===== src/rtl/parity_step_counter.sv =====
// Mode-selectable counter: even, odd, step-up or step-down counting with load,
// enable, wrap/saturate policy and a registered overflow pulse.
module parity_step_counter #(
    parameter int WIDTH  = 8,
    parameter int STEP_W = 4
) (
    input  logic              Clock,
    input  logic              Clear,
    input  logic              En,
    input  logic              Load,
    input  logic [WIDTH-1:0]  D,
    input  logic [1:0]        Mode,
    input  logic [STEP_W-1:0] Step,
    input  logic              Sat,
    output logic [WIDTH-1:0]  Q,
    output logic              Ovf
);

    localparam logic [1:0] MODE_EVEN = 2'b00;
    localparam logic [1:0] MODE_ODD  = 2'b01;
    localparam logic [1:0] MODE_UP   = 2'b10;
    localparam logic [1:0] MODE_DOWN = 2'b11;

    localparam logic [WIDTH:0] EXT_TWO = {{(WIDTH-1){1'b0}}, 2'b10};

    logic [WIDTH-1:0] q_q, q_d;
    logic             ovf_q, ovf_d;
    logic [WIDTH:0]   step_ext;
    logic [WIDTH:0]   nxt;
    logic             ovf_evt;

    // Clamp target when a step leaves the representable range in saturate mode.
    function automatic logic [WIDTH-1:0] sat_value(input logic [1:0] m);
        logic [WIDTH-1:0] v;
        case (m)
            MODE_EVEN: v = {{(WIDTH-1){1'b1}}, 1'b0};
            MODE_DOWN: v = '0;
            default:   v = '1;
        endcase
        return v;
    endfunction

    assign step_ext = {{(WIDTH+1-STEP_W){1'b0}}, Step};

    always_comb begin
        nxt = {1'b0, q_q};
        case (Mode)
            MODE_EVEN: nxt = {1'b0, q_q[WIDTH-1:1], 1'b0} + EXT_TWO;
            MODE_ODD:  nxt = {1'b0, q_q[WIDTH-1:1], 1'b1} + (q_q[0] ? EXT_TWO : '0);
            MODE_UP:   nxt = {1'b0, q_q} + step_ext;
            MODE_DOWN: nxt = {1'b0, q_q} - step_ext;
            default:   nxt = {1'b0, q_q};
        endcase
        // Bit WIDTH is the carry for the up modes and the borrow for step-down.
        ovf_evt = nxt[WIDTH];
    end

    always_comb begin
        q_d   = q_q;
        ovf_d = 1'b0;
        if (Load) begin
            q_d = D;
        end else if (En) begin
            ovf_d = ovf_evt;
            if (ovf_evt && Sat) begin
                q_d = sat_value(Mode);
            end else begin
                q_d = nxt[WIDTH-1:0];
            end
        end
    end

    always_ff @(posedge Clock or negedge Clear) begin
        if (!Clear) begin
            q_q   <= '0;
            ovf_q <= 1'b0;
        end else begin
            q_q   <= q_d;
            ovf_q <= ovf_d;
        end
    end

    assign Q   = q_q;
    assign Ovf = ovf_q;

endmodule

===== config.mk =====
export PLATFORM = sky130hd
export DESIGN_NAME = parity_step_counter
export DESIGN_NICKNAME = d
export VERILOG_FILES = /design/src/rtl/parity_step_counter.sv
export SDC_FILE = /design/constraint.sdc
export NUM_CORES = 1
export LEC_CHECK = 0
export BUFFER_PORTS_ARGS = -buffer_cell sky130_fd_sc_hd__buf_2
export CORE_ASPECT_RATIO = 0.5
export CORE_MARGIN = 2
export CORE_UTILIZATION = 49
export DETAILED_ROUTE_END_ITERATION = 7
export PLACE_DENSITY = 0.82
export SETUP_SLACK_MARGIN = 0.1
export SLEW_MARGIN = 20
export SYNTH_ARGS = -nofsm -noshare
export SYNTH_HDL_FRONTEND = slang
export SYNTH_SLANG_ARGS = --single-unit

===== constraint.sdc =====
create_clock -name Clock -period 2.6 [get_ports Clock]
set_input_delay 0.39 -clock Clock [delete_from_list [all_inputs] [get_ports Clock]]
set_output_delay 0.39 -clock Clock [all_outputs]
set_load 0.1 [all_outputs]

==> flow_summary.ini <==
[worst_setup_path]
cp-end-kind = flop
rr_startpoint = Q[0]
reg2reg_slack_ns = 0.13
worstPathArrival_ns = 2.77
r2r_cells = 10
required_ns = 2.75
critPathKind = in -> reg
cp_max_fo = 3
crit_start = Step[0]
r2r_end = Q[1]
crit_path_start_kind = input port

[logic_synthesis]
syn-num-nets = 205
synth_top_area_share_pct = 17.3
yosysTopAreaCell = dfrtp_1
yosysWarnings = 0
synth_seq_cells = 9
synthCells = 168
synth_area_leaders = dfrtp_1 17%, ha_1 16%, o21ai_0 7.3%, nor2_1 5.2%, inv_1 3.8%
synth_edf_count = 0
yosysUniqueCellTypes = 46
syn_area_um2 = 1300
async_flop_share_pct = 100
synth_flop_cell = dfrtp_1
synth_seq_area_share_pct = 17.3
avgSynthCellArea_um2 = 7.74

[finish]
drive_above_1_share_pct = 46.7
final_common_cell = buf_4
fillers = 155
seq_area_um2 = 235
diodes = 0
fin_nets = 278
final_cell_mix = 42 x buf_4, 22 x buf_2, 18 x nor2_1, 12 x o21ai_0, 12 x ha_1
design_area_um2 = 2060
area_delta_synth_final_pct = 58.8
multi_input_area_um2 = 1180

[placed_design]
dpl.hpwl_mm = 3.62
port-buffer-count = 27
gp_congestion = 0.936
place_area_um2 = 1820

[global_route]
grt_usage_pct = 33.1
antenna_found_initial = 0
grt_pass1_vias = 1545
grt_max_degree = 15
grt_pass1_wl_mm = 7.58
grt_overflow_total = 0

[drt]
final_antenna_net_count = 0
vias = 1692
routed_via_density = 6.11
firstDrtPassIters = 6
wl_per_cell_um = 18.1
drt-total-wl_mm = 5.02
drt_iter0_drc = 176
remaining_drc_errors = 0

[clocking]
cts-root-buf = clkbuf_8
numCtsBuffers = 3
cts_hold_buf = 0
cts_tree = yes
clockBufferDepth = 2
clk_latency_ns = 0.24
clock_sinks = 9
cts_max_level = 1
path_clk_slew_ns = 0.05

[job]
max_cap_violations = 0

[sta]
setup_viol = 1
max_clock_freq_ghz = 0.381
layout_setup_ws_ns = -0.0249
min_period_ns = 2.62
clock_skew_ns = 0.00274
fin_hold_ws_ns = -0.00425
rsz0062_at_grt = yes
hold_viol = 9
finalMaxSlewViolations = 0
min_period_over_period_pct = 101
max_slew.worst_pin.slew_ns = 0.645
slew_headroom_pct = 55.9

[die]
ioPinCount = 28
coreArea_um2 = 2550
num_rows = 13
initial_core_util_pct = 50.9
fp.dieH_um = 40.4
die_x_um = 76.8
die_area_um2 = 3110

[power]
ir_drop_mv = 0.369
powerDensity_nw_per_um2 = 554
cellLeakagePower_nw = 1.00

[outcome]
failed_checks = negative hold slack, negative setup slack
status = finished with violations

[hold_path]
min_path_type = in -> async
## cell type report
cell class / count / area share [%]
Inverter: 13 / 2.36
Clock buffer: 4 / 2.18
Tap cell: 37 / 2.24
Multi-Input combinational cell: 143 / 57.0
Timing Repair Buffer: 71 / 24.8
Sequential cell: 9 / 11.4
## worst max-delay path by stage
stage                     slack, ns  cells past startpoint   end
after CTS                    0.0006                     13  Q[4]
after global placement        -0.31                     11  Q[1]
after floorplan               -0.17                     10  Q[1]
after global routing           -0.1                     12  Q[7]
after detailed placement      -0.45                     12  Q[4]
final                         -0.02                     12  Q[7]
## power breakdown
| part | internal, W | switching, W | leakage, nW | total [W] |
|---|---|---|---|---|
| registers | 0.000163 | 0.0000308 | 0.103 | 0.000194 |
| logic | 0.000317 | 0.000461 | 0.876 | 0.000778 |
| clock network | 0.000108 | 0.0000636 | 0.0228 | 0.000171 |
## kinds of logic after synthesis
| logic type | share of synthesized area [%] |
|---|---|
| simple gates | 22.3 |
| compound gates | 29.6 |
| fa+ha+maj | 17.9 |
| buf+inv | 4.72 |
| flops | 17.3 |
| xor+xnor | 4.04 |
| mux | 4.04 |
## sequential cells by signal (all words and copies together) (netlist names)
register and flops:
Ovf 1, Q 8
## cell usage after synthesis (all sizes together) (2+ instances only)
| library cell | instances |
|---|---|
| a211oi | 3 |
| a21o | 3 |
| a21oi | 9 |
| a221o | 2 |
| a32oi | 2 |
| and3 | 4 |
| clkbuf | 2 |
| dfrtp | 9 |
| ha | 17 |
| inv | 13 |
| mux2 | 2 |
| mux2i | 3 |
| nand2 | 11 |
| nand3 | 2 |
| nor2 | 18 |
| nor2b | 2 |
| nor3 | 7 |
| nor3b | 2 |
| o211ai | 2 |
| o21a | 3 |
| o21ai | 20 |
| o21bai | 2 |
| or3 | 5 |
| xnor2 | 4 |
| xor2 | 2 |
## what timing repair did
| action | CTS | global route |
|---|---|---|
| pin swaps | 18 | 15 |
| buffers inserted | 4 | 3 |
| cloned | 0 | 0 |
| setup endpoints to repair | 9 | 8 |
| resized for setup | 30 | 11 |
| hold endpoints to repair | 0 | 0 |
## per-stage QoR
step           utilization, %  instances  power (W)  setup WS [ns]  setup TNS [ns]
4_1_cts                  78.4        274    0.00108       0.000572               0
2_1_floorplan               -        168   0.000633         -0.172          -0.560
5_1_grt                  80.8        277    0.00120        -0.0998          -0.291
6_report                 80.8        277    0.00114        -0.0249         -0.0249
3_5_place_dp             71.3        266   0.000865         -0.452           -3.41
3_3_place_gp             71.3        266   0.000847         -0.307           -2.30
## worst max-delay path, cell delays in order
cell	delay, ns
buf_8	0.11
inv_2	0.06
ha_4	0.19
mux2_4	0.29
inv_1	0.07
ha_1	0.22
nor2b_2	0.16
o31a_1	0.34
o41ai_1	0.39
nand4b_1	0.16
and4_4	0.23
a211oi_2	0.15
## per-layer routing
metal	up-vias	global-route usage (%)	part of all wire, %
met3	27	5.86	9.6
met5	-	0	0
met4	0	16.8	3.3
met1	792	42.0	42
li1	770	-	-
met2	103	57.0	45
No activity file was read; power rests on OpenSTA's default activity.
